==> src/rtl/fnd_scan_controller_pkg.sv <==
// rtl/fnd_scan_controller_pkg.sv - shared FSM states, digit positions and common encodings for the FND scanner
package fnd_scan_controller_pkg;

  typedef enum logic [1:0] {
    ST_IDLE  = 2'd0,
    ST_BLANK = 2'd1,
    ST_ON    = 2'd2
  } state_t;

  localparam logic [1:0] DIGIT_ONES      = 2'd0;
  localparam logic [1:0] DIGIT_TENS      = 2'd1;
  localparam logic [1:0] DIGIT_HUNDREDS  = 2'd2;
  localparam logic [1:0] DIGIT_THOUSANDS = 2'd3;

  localparam logic [3:0] COM_ALL_OFF = 4'b1111;

  // Active-low one-cold common for a digit position.
  function automatic logic [3:0] com_select(input logic [1:0] digit);
    logic [3:0] com;
    case (digit)
      DIGIT_ONES:     com = 4'b1110;
      DIGIT_TENS:     com = 4'b1101;
      DIGIT_HUNDREDS: com = 4'b1011;
      default:        com = 4'b0111;
    endcase
    return com;
  endfunction

endpackage

==> src/rtl/fnd_scan_controller_prescaler.sv <==
// rtl/fnd_scan_controller_prescaler.sv - slot-rate divider, counts 0..DIV-1 and flags the last cycle
module fnd_scan_controller_prescaler #(
  parameter int DIV = 10
) (
  input  logic i_clk,
  input  logic i_reset,
  input  logic i_clear,
  output logic o_tick
);

  localparam int CW = (DIV > 1) ? $clog2(DIV) : 1;

  logic [CW-1:0] r_count;

  always_ff @(posedge i_clk) begin
    if (i_reset || i_clear) begin
      r_count <= '0;
    end else if (r_count == CW'(DIV - 1)) begin
      r_count <= '0;
    end else begin
      r_count <= r_count + CW'(1);
    end
  end

  assign o_tick = (r_count == CW'(DIV - 1));

endmodule

==> src/rtl/fnd_scan_controller.sv <==
// rtl/fnd_scan_controller.sv - 4-digit FND scan sequencer with per-frame snapshot; option FND_LEADING_ZERO_BLANK_EN
module fnd_scan_controller
  import fnd_scan_controller_pkg::*;
#(
  parameter int CLK_HZ       = 100_000_000,
  parameter int SCAN_HZ      = 1_000,
  parameter int BLANK_CYCLES = 1_000
) (
  input  logic       i_clk,
  input  logic       i_reset,
  input  logic       i_enable,
  input  logic [3:0] i_1000_value,
  input  logic [3:0] i_100_value,
  input  logic [3:0] i_10_value,
  input  logic [3:0] i_1_value,
  output logic [1:0] o_digitPosition,
  output logic [3:0] o_fndCom,
  output logic [3:0] o_1000_value,
  output logic [3:0] o_100_value,
  output logic [3:0] o_10_value,
  output logic [3:0] o_1_value,
  output logic       o_frame_tick
);

  localparam int DIV = CLK_HZ / SCAN_HZ;
  localparam int BW  = $clog2(BLANK_CYCLES) + 1;

  state_t        r_state;
  state_t        w_state_next;
  logic          w_tick;
  logic          w_clear;
  logic          w_lit;
  logic [BW-1:0] r_blank_cnt;
  logic [1:0]    r_digit;
  logic [3:0]    r_com;
  logic [3:0]    w_com_next;
  logic [3:0]    r_snap_1000;
  logic [3:0]    r_snap_100;
  logic [3:0]    r_snap_10;
  logic [3:0]    r_snap_1;
  logic          r_frame_tick;

  // Prescaler sits at 0 while idle so the first slot after enable is full length.
  assign w_clear = !i_enable || (r_state == ST_IDLE);

  fnd_scan_controller_prescaler #(
    .DIV(DIV)
  ) u_prescaler (
    .i_clk  (i_clk),
    .i_reset(i_reset),
    .i_clear(w_clear),
    .o_tick (w_tick)
  );

  always_ff @(posedge i_clk) begin
    if (i_reset) begin
      r_state <= ST_IDLE;
    end else begin
      r_state <= w_state_next;
    end
  end

  always_comb begin
    w_state_next = r_state;
    if (!i_enable) begin
      w_state_next = ST_IDLE;
    end else begin
      case (r_state)
        ST_IDLE:  w_state_next = ST_BLANK;
        ST_BLANK: begin
          if (w_tick) begin
            w_state_next = ST_BLANK;
          end else if (r_blank_cnt == BW'(BLANK_CYCLES - 1)) begin
            w_state_next = ST_ON;
          end
        end
        ST_ON:    if (w_tick) w_state_next = ST_BLANK;
        default:  w_state_next = ST_IDLE;
      endcase
    end
  end

`ifdef FND_LEADING_ZERO_BLANK_EN
  always_comb begin
    w_lit = 1'b1;
    case (r_digit)
      DIGIT_TENS:      w_lit = |{r_snap_1000, r_snap_100, r_snap_10};
      DIGIT_HUNDREDS:  w_lit = |{r_snap_1000, r_snap_100};
      DIGIT_THOUSANDS: w_lit = |r_snap_1000;
      default:         w_lit = 1'b1;
    endcase
  end
`else
  assign w_lit = 1'b1;
`endif

  // ON is only ever entered without a slot change, so the current digit is the next digit.
  always_comb begin
    w_com_next = COM_ALL_OFF;
    if (w_state_next == ST_ON && w_lit) begin
      w_com_next = com_select(r_digit);
    end
  end

  always_ff @(posedge i_clk) begin
    if (i_reset) begin
      r_blank_cnt  <= '0;
      r_digit      <= DIGIT_ONES;
      r_com        <= COM_ALL_OFF;
      r_snap_1000  <= '0;
      r_snap_100   <= '0;
      r_snap_10    <= '0;
      r_snap_1     <= '0;
      r_frame_tick <= 1'b0;
    end else begin
      r_com        <= w_com_next;
      r_frame_tick <= 1'b0;
      if (!i_enable) begin
        r_blank_cnt <= '0;
        r_digit     <= DIGIT_ONES;
      end else if (r_state == ST_IDLE) begin
        r_blank_cnt  <= '0;
        r_digit      <= DIGIT_ONES;
        r_snap_1000  <= i_1000_value;
        r_snap_100   <= i_100_value;
        r_snap_10    <= i_10_value;
        r_snap_1     <= i_1_value;
        r_frame_tick <= 1'b1;
      end else if (w_tick) begin
        r_blank_cnt <= '0;
        r_digit     <= r_digit + 2'd1;
        if (r_digit == DIGIT_THOUSANDS) begin
          r_snap_1000  <= i_1000_value;
          r_snap_100   <= i_100_value;
          r_snap_10    <= i_10_value;
          r_snap_1     <= i_1_value;
          r_frame_tick <= 1'b1;
        end
      end else if (r_state == ST_BLANK) begin
        r_blank_cnt <= r_blank_cnt + BW'(1);
      end
    end
  end

  assign o_digitPosition = r_digit;
  assign o_fndCom        = r_com;
  assign o_1000_value    = r_snap_1000;
  assign o_100_value     = r_snap_100;
  assign o_10_value      = r_snap_10;
  assign o_1_value       = r_snap_1;
  assign o_frame_tick    = r_frame_tick;

endmodule

==> config.mk <==
export PLATFORM = sky130hd
export DESIGN_NAME = fnd_scan_controller
export DESIGN_NICKNAME = d
export VERILOG_FILES = /design/src/rtl/fnd_scan_controller_pkg.sv /design/src/rtl/fnd_scan_controller_prescaler.sv /design/src/rtl/fnd_scan_controller.sv
export SDC_FILE = /design/constraint.sdc
export NUM_CORES = 1
export LEC_CHECK = 0
export BUFFER_PORTS_ARGS = -buffer_cell sky130_fd_sc_hd__buf_4
export CAP_MARGIN = 10
export CELL_PAD_IN_SITES_DETAIL_PLACEMENT = 0
export CELL_PAD_IN_SITES_GLOBAL_PLACEMENT = 1
export CORE_ASPECT_RATIO = 0.6
export CORE_MARGIN = 4
export CORE_UTILIZATION = 47
export CTS_BUF_LIST = sky130_fd_sc_hd__clkbuf_8
export CTS_CLUSTER_DIAMETER = 40
export DETAILED_ROUTE_END_ITERATION = 16
export HOLD_SLACK_MARGIN = 0.02
export PLACE_DENSITY = 0.93
export SKIP_LAST_GASP = 1
export SYNTH_ARGS = -nofsm -noshare
export SYNTH_HDL_FRONTEND = slang
export SYNTH_SLANG_ARGS = --single-unit
==> constraint.sdc <==
create_clock -name i_clk -period 3.3 [get_ports i_clk]
set_input_delay 0.66 -clock i_clk [delete_from_list [all_inputs] [get_ports i_clk]]
set_output_delay 0.66 -clock i_clk [all_outputs]
set_load 0.01 [all_outputs]
After elaboration in Yosys (flattened, before gate mapping)
Cells that the tools add are included.
Operators by class
  muxes and demuxes: 21
  bitwise logic cells: 2
  reduce and logical (&&, ||, !) cells: 13
  equality and inequality tests: 8
  $add $sub $neg: 3
Operators by type and width (count)
  4-bit two-way mux: 12
  17-bit by 1-bit adder with 17-bit output, second input constant: 1
  17-bit equality test, second input constant: 1
  4-bit case mux with 3 select lines: 1
  11-bit by 1-bit adder with 11-bit output, second input constant: 1
  11-bit by 10-bit equality test with 1-bit output, second input constant: 1
  2-bit equality test, second input constant: 4
  2-bit two-way mux: 4
  2-bit case mux with 3 select lines: 1
  2-bit OR reduction: 3
  2-bit by 1-bit equality test with 1-bit output, second input constant: 2
  2-bit zero test: 2
  2-bit nonzero test: 2
  4-bit OR reduction: 1
  1-bit two-way mux: 3
  3-bit AND reduction: 1
  3-bit OR reduction: 1
  2-bit by 1-bit adder with 2-bit output, second input constant: 1
  1-bit logical OR: 2
  1-bit inverter: 2
  1-bit zero test: 1
Word-level totals
  input port bits: 19
  word-level logic and storage cells: 57
  output and inout port bits: 23
  flip-flop bits (word level): 53

Logic depth before layout (Yosys ltp)
Gate-level depths: netlist of run 1.
  word-level depth: 8
  mapped depth: 7
  mapped depth without buffers: 5

By module
A second synthesis of run 1 with hierarchy kept.
Unflattened totals
  cells, all modules: 266
  area total of the unflattened synthesis: 2402.3 µm²
Modules (own cells, without submodules)
  fnd_scan_controller: sequential area each 720.7 µm², cells an instance 177, area each 1601.5 µm², times used 1
  fnd_scan_controller_prescaler: sequential area each 340.3 µm², cells an instance 89, area each 800.8 µm², times used 1

Worst setup path after synthesis of run 1
Ideal clock, no wire load.
  path kind: input to register
  start: input i_enable
  end: register r_blank_cnt[10]
  library setup time: 0.064 ns
  buffers on the path: 3
  setup slack: 1.311 ns
  stages on the path: 6
  data arrival time: 1.925 ns
  cells stage by stage: clkbuf_1 -> or3b_2 -> nand2b_1 -> buf_2 -> buf_2 -> nor2_1
On the way
  cells in the longest elaborated chain, start to end: 2
Ends and longest elaborated chain
  start, declared: RTL line fnd_scan_controller.sv:11  | input logic i_enable,
  1-bit inverter (no line)
  4-bit OR reduction (no line)
  end signal, assigned: RTL line fnd_scan_controller.sv:140  | r_blank_cnt <= r_blank_cnt + BW'(1);
  end, declared: RTL line fnd_scan_controller.sv:33  | logic [BW-1:0] r_blank_cnt;
No other way between the ends.
A chain may end at the register's enable or synchronous reset.

Worst setup path in the final report of run 1
  start: register u_prescaler.r_count[0]
  end: register r_state[0]
On the way
  cells in the longest elaborated chain, start to end: 4
Ends and longest elaborated chain
  start, declared: RTL line fnd_scan_controller_prescaler.sv:13  | logic [CW-1:0] r_count;
  start signal, assigned: RTL line fnd_scan_controller_prescaler.sv:21  | r_count <= r_count + CW'(1);
  17-bit equality test (*): RTL line fnd_scan_controller_prescaler.sv:25  | assign o_tick = (r_count == CW'(DIV - 1));
  2-bit two-way mux, on equally long branches: RTL line fnd_scan_controller.sv:77, fnd_scan_controller.sv:71
  2-bit case mux with 3 select lines (*): RTL line fnd_scan_controller.sv:68  | case (r_state)
  2-bit two-way mux (*): RTL line fnd_scan_controller.sv:65  | if (!i_enable) begin
  end signal, assigned: RTL line fnd_scan_controller.sv:59  | r_state <= w_state_next;
  end, declared: RTL line fnd_scan_controller.sv:28  | state_t r_state;
Mark *: on every way between the ends. The rest lies on a longest branch, timed or not.

==> results.py, run 1 <==
metrics = {
    "worst_setup_path": {
        "worstSetupStartpointType": "flip-flop",
        "critPathTopFamily": "simple AND/OR/NAND/NOR gates",
        "critical-path-slowest-cell": "and4_1",
        "setup.worst_path.class": "flip-flop to flip-flop",
        "critical_path_buf_inv_count": 0,
        "reg2regPathDepth": 5,
        "path_cells": "ha_1, and4_1, and4_1, nor4_1, a21boi_0",
        "cp_data_required_time_ns": 3.54,
        "cp-end-kind": "flip-flop",
        "crit_fanout": 21,
        "critPathMaxStageDelay_ns": 0.77,
        "crit_top_cell": "and4_1",
        "critPathArrivalTime_ns": 2.35,
        "worst-path-stages": 5,
    },
    "power_and_ir_drop": {
        "p_sw_share_pct": 24.11,
        "p_sw_mw": 0.2824,
        "pwr-share-clk_pct": 31.7,
        "intPower_mw": 0.8893,
        "leakage_nw": 1.032,
        "seq_power_share_pct": 56.9,
        "combPwrFrac_pct": 11.4,
        "ir_drop_mv": 0.1702,
        "power_density_nw_per_um2": 372.2,
    },
    "placement": {
        "dp.cells": 418,
        "dpl.hpwl_um": 3862,
        "pre_cts_slack_ns": 1.186,
        "placed_area_um2": 3062,
        "io_buffers": 41,
        "gp_congestion": 0.8167,
    },
    "hold_path": {
        "whs_path_depth": 1,
        "worstHoldPathType": "flip-flop to flip-flop",
    },
    "clock_tree": {
        "path_clk_slew_ns": 0.09,
        "cts_num_sinks": 53,
        "clk_latency_ns": 0.31,
        "cts_root_buffer": "clkbuf_8",
        "cts_setup_buffers": 0,
        "cts_made_buffers": 5,
        "cts_hold_buf": 0,
        "clockBufferDepth": 2,
        "cts_tree": "built",
        "htreeDepth": 2,
        "post_cts_resized": 0,
    },
    "logic_synthesis": {
        "synthArstFlopShare_pct": 0,
        "synthCells": 316,
        "synth.area.mux_share_pct": 0.3683,
        "synth_flop_cell": "dfxtp_1",
        "synth_top_family_by_area": "simple AND/OR/NAND/NOR gates",
        "synth.top_cell.area_share_pct": 39.04,
        "synth_edf_count": 0,
        "synthTopCellsByArea": "dfxtp_1 39%, nand3_1 7.4%, o221a_2 6.6%",
        "ys_warn_count": 0,
        "syn-num-nets": 342,
        "synth_compound_area_share_pct": 13.08,
        "synth.cell_area_um2": 2718,
        "ys_types": 36,
        "syn_area_per_cell_um2": 8.600,
        "yosys.area.top_type": "dfxtp_1",
        "synth_adder_area_share_pct": 3.223,
        "synth_xor_area_share_pct": 8.057,
        "synth-simple-area-share_pct": 31.86,
        "ys_ff_latch": 53,
        "ys_seq_area_share_pct": 39.04,
    },
    "outcome": {
        "status": "finished clean",
    },
    "sta": {
        "rsz0062_at_grt": "false",
        "fin_worst_skew_ns": 0.007727,
        "worst_pin_slew_ns": 0.8264,
        "min_period_ns": 2.103,
        "slew_viol_final": 0,
        "setup_tns_ns": 0,
        "max_freq_ghz": 0.4754,
        "hold_viol": 0,
        "slew_headroom_pct": 44.90,
        "finalSetupViolations": 0,
        "setup_ws_ns": 1.197,
        "finalCritPeriodShare_pct": 63.74,
    },
    "finish": {
        "fin_cells": 425,
        "layout.nets": 371,
        "final_core_util_pct": 56.25,
        "syn2layout_area_growth_pct": 15.84,
        "drive_gt1_share_pct": 21.16,
        "fin_area_um2": 3148,
        "antenna_cells": 0,
    },
    "global_routing": {
        "gr-total-overflow": 0,
        "antenna_found_initial": 0,
        "grt_first_pass_wirelength_um": 9190,
        "grt_usage_pct": 16.14,
        "grt_pass1_vias": 1936,
        "grt_max_degree": 36,
    },
    "die": {
        "core_um2": 5597,
        "die_area_um2": 7102,
        "rows": 21,
        "pin_count": 42,
        "die_x_um": 106.2,
        "die_y_um": 66.90,
        "initial_core_util_pct": 48.56,
    },
    "routing": {
        "wl_um": 5633,
        "vias": 2289,
        "wire_per_inst_um": 13.25,
        "ant_nets": 0,
        "drtIter0Drc": 140,
        "vias_per_cell": 5.386,
        "dr.pass1.iters": 4,
        "drc_errors": 0,
    },
    "flow_run": {
        "cap_violations": 0,
    },
}
final cells by class:
cell class	instances	area [um2]
Sequential cell	53	1061
Clock inverter	1	3.754
Clock buffer	6	82.58
Multi-Input combinational cell	234	1540
Inverter	6	22.52
Tap cell	80	100.1
Timing Repair Buffer	45	337.8
Fill cell	526	2449
metal layers:
layer / routed length [um] / track usage (%) / part of all wire, % / up-vias
met5: 0 / 0 / 0 / -
met4: 49 / 5.331 / 0.87 / 0
met3: 316 / 4.453 / 5.6 / 10
met2: 2316 / 21.85 / 41 / 51
met1: 2950 / 24.08 / 52 / 1049
li1: - / - / - / 1179
cells in the mapped netlist, types with 2 or more instances:
cell type and instances:
ha_1 7, nand2b_1 19, dfxtp_1 53, nor2_1 32
o221a_2 16, nand2_1 18, buf_2 8, a21oi_1 3
o31ai_1 16, nand3_1 40, nor4_1 7, nor3_1 6
inv_1 6, xor2_1 9, and4_1 2, nor4bb_1 2
clkbuf_1 15, nor2b_1 17, xnor2_1 16, nand4_1 8
power by group through the flow:
stage,Clock [mW],Combinational [mW],Sequential (mW)
floorplan,0,0.0760,0.687
global placement,0,0.133,0.681
detailed placement,0,0.135,0.681
CTS,0.379,0.135,0.667
global route,0.403,0.148,0.669
finish,0.371,0.134,0.666
logic make-up (layout without fill, tap and decap cells):
kind of cell,Yosys count,in the layout
AOI/OAI and AO/OA,39,39
buffers and inverters,29,58
adders and majority gates,7,7
DFF,53,53
and+or+nand+nor,162,162
xor gates and xnor gates,25,25
muxes,1,1
worst register-to-register path, delay by kind of cell (launching register included):
kind                       cells  cell delay, ns
DFF                            1            0.38
adders and majority gates      1            0.24
and+or+nand+nor                3            1.24
AOI/OAI and AO/OA              1            0.19
sequential cells by signal, summed over array words and instances, names as in the netlist:
name and flops:
o_1_value 4, o_frame_tick 1, r_blank_cnt 11, o_fndCom 4, o_10_value 4, r_state 2, u_prescaler.r_count 17, o_1000_value 4
o_digitPosition 2, o_100_value 4
final timing paths:
path	start	endpoint	slack [ns]
setup / recovery	u_prescaler.r_count[0]$_SDFF_PP0_	r_state[0]$_SDFF_PP0_	1.20
hold / removal	u_prescaler.r_count[0]$_SDFF_PP0_	u_prescaler.r_count[0]$_SDFF_PP0_	0.47
setup reg to reg	u_prescaler.r_count[0]$_SDFF_PP0_	r_state[0]$_SDFF_PP0_	1.20
hold reg to reg	u_prescaler.r_count[0]$_SDFF_PP0_	u_prescaler.r_count[0]$_SDFF_PP0_	0.47
cells in the final DEF (no fill, tap or decap), types with 2 or more instances in the layout:
master / n
nand4_1: 8
nor4bb_1: 2
and4_1: 2
dfxtp_1: 53
nor4_1: 7
inv_1: 7
xor2_1: 9
nor3_1: 6
nand2b_1: 19
nor2_1: 31
buf_4: 45
nand3_1: 40
o31ai_1: 16
ha_1: 7
o221a_2: 16
nand2_1: 18
xnor2_1: 16
clkbuf_8: 6
a21oi_1: 3
nor2b_1: 17
through the flow:
| stage | hold WS (ns) | power [mW] |
|---|---|---|
| finish | 0.4659 | 1.172 |
| global route | 0.5079 | 1.221 |
| CTS | 0.4719 | 1.181 |
| detailed placement | 0.4521 | 0.8162 |
| global placement | 0.4434 | 0.8140 |
| floorplan | 0.4298 | 0.7630 |
No activity file was read; power rests on OpenSTA's default activity.
==> inputs of run 2 (changes only) <==
--- a/config.mk
+++ b/config.mk
@@ -11,12 +11,12 @@
 export CELL_PAD_IN_SITES_GLOBAL_PLACEMENT = 1
 export CORE_ASPECT_RATIO = 0.6
 export CORE_MARGIN = 4
-export CORE_UTILIZATION = 47
+export CORE_UTILIZATION = 40
 export CTS_BUF_LIST = sky130_fd_sc_hd__clkbuf_8
 export CTS_CLUSTER_DIAMETER = 40
 export DETAILED_ROUTE_END_ITERATION = 16
 export HOLD_SLACK_MARGIN = 0.02
-export PLACE_DENSITY = 0.93
+export PLACE_DENSITY = 0.84
 export SKIP_LAST_GASP = 1
 export SYNTH_ARGS = -nofsm -noshare
 export SYNTH_HDL_FRONTEND = slang
==> constraint.sdc (replaced) <==
create_clock -name i_clk -period 1.7 [get_ports i_clk]
set_input_delay 0.34 -clock i_clk [delete_from_list [all_inputs] [get_ports i_clk]]
set_output_delay 0.34 -clock i_clk [all_outputs]
set_load 0.01 [all_outputs]
==> run 2 against run 1 <==
Effect of this change:
- the flow now finishes with violations (setup timing)
- routed wire length increased by 13%
- global-route usage about the same
- combinational power increased by 110%
- hold slack got worse by 0.063 ns
- clock skew increased by 0.0022 ns
- die area increased by 16%
- non-clock buffer count increased by 32
- sequential share of layout area decreased by 2.8 points
- setup slack got worse by 1.3 ns
- critical path depth unchanged
- critical endpoint is now o_fndCom[1]$_SDFF_PP1_
==> results.py, run 2 (same netlist as run 1, synthesis figures left out) <==
metrics = {
    "outcome": {
        "status": "finished, violations left",
        "violations": "setup timing",
    },
    "sta": {
        "min_period_ns": 1.848,
        "finalCritPeriodShare_pct": 108.7,
        "slew_headroom_pct": 74.05,
        "worst_pin_slew_ns": 0.3840,
        "slew_viol_final": 0,
        "rsz0062_at_grt": "true",
        "max_freq_ghz": 0.5412,
        "holdWs_ns": 0.4033,
        "finalSetupViolations": 5,
        "setup_ws_ns": -0.1477,
        "fin_worst_skew_ns": 0.009902,
        "hold_viol": 0,
    },
    "clock_tree": {
        "cts_root_buffer": "clkbuf_8",
        "clk_latency_ns": 0.30,
        "cts_num_sinks": 53,
        "cts_made_buffers": 5,
        "path_clk_slew_ns": 0.09,
        "clockBufferDepth": 2,
        "htreeDepth": 2,
        "cts_tree": "built",
    },
    "die": {
        "die_x_um": 114.4,
        "rows": 22,
        "die_y_um": 71.85,
        "initial_core_util_pct": 42.74,
        "die_area_um2": 8220,
        "pin_count": 42,
        "core_um2": 6359,
    },
    "worst_setup_path": {
        "critPathMaxStageDelay_ns": 0.44,
        "worstSetupStartpointType": "flip-flop",
        "critical-path-slowest-cell": "or4_4",
        "crit_fanout": 5,
        "reg2regPathDepth": 5,
        "path_cells": "ha_4, or4b_1, or4_4, a211oi_4, nand2_1",
        "cp-end-kind": "flip-flop",
        "setup.worst_path.class": "flip-flop to flip-flop",
        "cp_data_required_time_ns": 1.88,
        "critPathArrivalTime_ns": 2.03,
    },
    "finish": {
        "layout.nets": 403,
        "fin_cells": 461,
        "largest_register": "u_prescaler.r_count",
        "top_regs": "u_prescaler.r_count: 17 flops, r_blank_cnt: 11 flops",
        "antenna_cells": 0,
        "final_cell_mix": "74 x buf_4, 49 x dfxtp_1, 40 x nand3_1",
        "final_common_cell": "buf_4",
        "syn2layout_area_growth_pct": 26.98,
        "drive_gt1_share_pct": 31.03,
        "largest_reg_flops": 17,
    },
    "routing": {
        "dr.pass1.iters": 4,
        "drc_errors": 0,
        "wl_um": 6387,
        "drtIter0Drc": 129,
        "vias_per_cell": 5.223,
        "vias": 2408,
        "wire_per_inst_um": 13.85,
        "ant_nets": 0,
    },
    "power_and_ir_drop": {
        "leakage_nw": 1.212,
        "power_density_nw_per_um2": 660.1,
        "ir_drop_mv": 0.3782,
        "p_total_mw": 2.278,
    },
    "global_routing": {
        "grt_pass1_vias": 2214,
        "grt_max_degree": 35,
        "gr-total-overflow": 0,
        "antenna_found_initial": 0,
        "grt_first_pass_wirelength_um": 10860,
        "grt_usage_pct": 16.11,
    },
    "placement": {
        "gp_congestion": 0.7521,
        "io_buffers": 41,
        "pre_cts_slack_ns": -0.1467,
        "dp.cells": 452,
        "dpl.hpwl_um": 4590,
    },
    "hold_path": {
        "whs_path_depth": 3,
        "worstHoldPathType": "input port to flip-flop",
    },
    "flow_run": {
        "cap_violations": 0,
    },
}
[run 2: per-stage QoR]
step	util, %	area (um2)	setup TNS (ns)
CTS	53.66	3412	-0.6518
global placement	52.26	3323	-0.4775
detailed placement	52.26	3323	-0.5913
finish	54.27	3451	-0.6011
floorplan	-	2738	-0.3264
global route	54.27	3451	-1.113
[run 2: area by class of cell]
class | count | area [um2]
clock buffers | 6 | 82.58
multi-input cells | 234 | 1579
flip-flops and latches | 53 | 1066
inverters | 6 | 22.52
fillers | 593 | 2908
repair buffers | 77 | 591.8
well taps | 84 | 105.1
clock inverters | 1 | 3.754
[run 2: routing by layer]
| layer | up-vias | track usage, % | part of all wire, % |
|---|---|---|---|
| met5 | - | 0 | 0 |
| met4 | 0 | 3.557 | 0.53 |
| met3 | 4 | 3.629 | 4.3 |
| met2 | 45 | 21.86 | 42 |
| met1 | 1117 | 25.32 | 53 |
| li1 | 1242 | - | - |
[run 2: final timing paths]
check,startpoint,end,slack [ns]
max,r_blank_cnt[1]$_SDFFE_PP0P_,o_fndCom[1]$_SDFF_PP1_,-0.15
min,i_reset,o_digitPosition[0]$_SDFFE_PP0P_,0.40
max reg2reg,r_blank_cnt[1]$_SDFFE_PP0P_,o_fndCom[1]$_SDFF_PP1_,-0.15
min reg2reg,r_state[0]$_SDFF_PP0_,r_state[0]$_SDFF_PP0_,0.51
[run 2: what timing repair did]
item,in CTS,in global routing
pin swaps,1,3
cloned,0,1
resized for setup,2,8
hold endpoints to repair,0,0
setup buffers,0,1
hold buffers,0,0
setup endpoints to repair,8,52
[run 2: power breakdown]
group          total (mW)  switching [mW]  internal [mW]  leakage, nW
Clock               0.708           0.389          0.318       0.0485
Sequential           1.29          0.0196           1.27        0.432
Combinational       0.276           0.132          0.144        0.731
[run 2: critical path: cells and delay by family (launching register included)]
family	cells	cell delay, ns
DFF	1	0.37
AOI/OAI and AO/OA	1	0.29
adders and majority gates	1	0.14
and+or+nand+nor	3	0.94
==> inputs of run 3 (changes only) <==
--- a/config.mk
+++ b/config.mk
@@ -11,12 +11,13 @@
 export CELL_PAD_IN_SITES_GLOBAL_PLACEMENT = 1
 export CORE_ASPECT_RATIO = 0.6
 export CORE_MARGIN = 4
-export CORE_UTILIZATION = 40
+export CORE_UTILIZATION = 25
 export CTS_BUF_LIST = sky130_fd_sc_hd__clkbuf_8
 export CTS_CLUSTER_DIAMETER = 40
 export DETAILED_ROUTE_END_ITERATION = 16
 export HOLD_SLACK_MARGIN = 0.02
-export PLACE_DENSITY = 0.84
+export MAX_ROUTING_LAYER = met4
+export PLACE_DENSITY = 0.57
 export SKIP_LAST_GASP = 1
 export SYNTH_ARGS = -nofsm -noshare
 export SYNTH_HDL_FRONTEND = slang
==> constraint.sdc (replaced) <==
create_clock -name i_clk -period 2 [get_ports i_clk]
set_input_delay 0.4 -clock i_clk [delete_from_list [all_inputs] [get_ports i_clk]]
set_output_delay 0.4 -clock i_clk [all_outputs]
set_load 0.01 [all_outputs]
==> run 3 against run 2 <==
Effect of this change:
- the flow now finishes without violations
- flip-flop and latch count unchanged
- clock power decreased by 15%
- utilization decreased by 23 points
- maximum frequency decreased by 1.8%
- sequential share of layout area increased by 1.2 points
- cell count increased by 7.6%
==> results.py, run 3 (same netlist as run 1, synthesis figures left out) <==
metrics = {
    "clock_tree": {
        "cts_num_sinks": 53,
        "path_clk_slew_ns": 0.10,
        "cts_made_buffers": 5,
        "clockBufferDepth": 2,
        "cts_root_buffer": "clkbuf_8",
        "clk_latency_ns": 0.31,
        "cts_setup_buffers": 0,
        "htreeDepth": 2,
        "cts_tree": "built",
    },
    "finish": {
        "largest_reg_flops": 17,
        "drive_gt1_share_pct": 24.37,
        "antenna_cells": 0,
        "final_cell_mix": "55 x buf_4, 51 x dfxtp_1, 40 x nand3_1",
        "top_regs": "u_prescaler.r_count: 17 flops, r_blank_cnt: 11 flops",
        "final_core_util_pct": 31.29,
        "largest_register": "u_prescaler.r_count",
        "layout.nets": 382,
        "fin_cells": 496,
        "fin_area_um2": 3316,
        "final_common_cell": "buf_4",
        "syn2layout_area_growth_pct": 22.01,
    },
    "sta": {
        "worst_pin_slew_ns": 0.3511,
        "min_period_ns": 1.882,
        "holdWs_ns": 0.4664,
        "fin_worst_skew_ns": 0.006305,
        "hold_viol": 0,
        "setup_tns_ns": 0,
        "slew_headroom_pct": 76.38,
        "finalCritPeriodShare_pct": 94.09,
        "max_freq_ghz": 0.5314,
        "rsz0062_at_grt": "false",
        "setup_ws_ns": 0.1181,
        "slew_viol_final": 0,
        "finalSetupViolations": 0,
    },
    "placement": {
        "dp.cells": 488,
        "placed_area_um2": 3231,
        "pre_cts_slack_ns": 0.04691,
        "dpl.hpwl_um": 4602,
        "gp_congestion": 0.7237,
        "io_buffers": 41,
    },
    "routing": {
        "highest_layer": "met4",
        "wl_met2_um": 2522,
        "wl_um": 6643,
        "drt-met1-wl_um": 3820,
        "ant_nets": 0,
        "drtIter0Drc": 70,
        "drc_errors": 0,
        "dr.pass1.iters": 4,
        "wire_per_inst_um": 13.39,
        "vias": 2294,
        "vias_per_cell": 4.625,
        "wl_met3_um": 223,
    },
    "die": {
        "initial_core_util_pct": 25.65,
        "rows": 29,
        "die_area_um2": 12660,
        "core_um2": 10600,
        "die_x_um": 142.6,
        "die_y_um": 88.76,
        "pin_count": 42,
    },
    "worst_setup_path": {
        "r2r-start": "r_blank_cnt[0]$_SDFFE_PP0P_",
        "critPathArrivalTime_ns": 2.09,
        "cp-end-kind": "flip-flop",
        "crit_fanout": 5,
        "setup.worst_path.class": "flip-flop to flip-flop",
        "worstSetupStartpointType": "flip-flop",
        "startpoint": "r_blank_cnt[0]$_SDFFE_PP0P_",
        "cp_data_required_time_ns": 2.21,
    },
    "global_routing": {
        "grt_usage_pct": 10.63,
        "grt_max_degree": 35,
        "gr-total-overflow": 0,
        "antenna_found_initial": 0,
        "grt_first_pass_wirelength_um": 10540,
        "grt_pass1_vias": 2045,
    },
    "power_and_ir_drop": {
        "leakage_nw": 1.097,
        "p_total_mw": 1.935,
        "ir_drop_mv": 0.2507,
        "power_density_nw_per_um2": 583.7,
    },
    "flow_run": {
        "cap_violations": 0,
    },
    "hold_path": {
        "min_from": "i_reset",
        "worstHoldPathType": "input port to flip-flop",
    },
    "outcome": {
        "status": "finished clean",
    },
}
==> run 3: cell count changes in the layout (fill, tap and decap cells not counted), sizes merged <==
cell	before	now
buf	77	56
clkbuf	6	5
clkinv	0	2
==> run 3: what timing repair did <==
action / CTS / global route
setup endpoints to repair: 0 / 4
hold buffers: 0 / 0
gates resized for setup: 0 / 2
==> run 3: where the power goes <==
| group | internal [mW] | leakage [nW] | switching (mW) | total (mW) |
|---|---|---|---|---|
| logic | 0.119 | 0.616 | 0.111 | 0.230 |
| registers | 1.08 | 0.432 | 0.0181 | 1.10 |
| clock network | 0.239 | 0.0491 | 0.365 | 0.604 |
| total | 1.44 | 1.10 | 0.494 | 1.94 |
==> run 3: cell type report <==
cell class	count	area, um2
tap	139	173.9
multi-input combinational	234	1540
sequential	53	1064
fill	1139	7279
clock inverter	3	13.76
clock buffer	5	68.82
timing repair buffer	56	432.9
inverter	6	22.52
==> run 3: final timing paths <==
check / cells after the start / slack, ns / endpoint
worst max-delay path: 5 / 0.12 / o_fndCom[3]$_SDFF_PP1_
worst min-delay path: 3 / 0.47 / o_digitPosition[1]$_SDFFE_PP0P_
worst max register to register: 5 / 0.12 / o_fndCom[3]$_SDFF_PP1_
worst min register to register: 1 / 0.47 / u_prescaler.r_count[0]$_SDFF_PP0_
==> run 3: critical path, cell delays in order (launching register included) <==
cell      delay, ns
dfxtp_2        0.36
ha_1           0.16
or4b_1         0.43
or4_4          0.44
a211oi_4       0.29
nand2_1        0.09
==> run 3: routing by layer <==
metal / global-route usage, % / vias to the layer above
met5: - / -
met4: 2.847 / 0
met3: 2.322 / 7
met2: 13.97 / 30
met1: 15.97 / 1059
li1: - / 1198
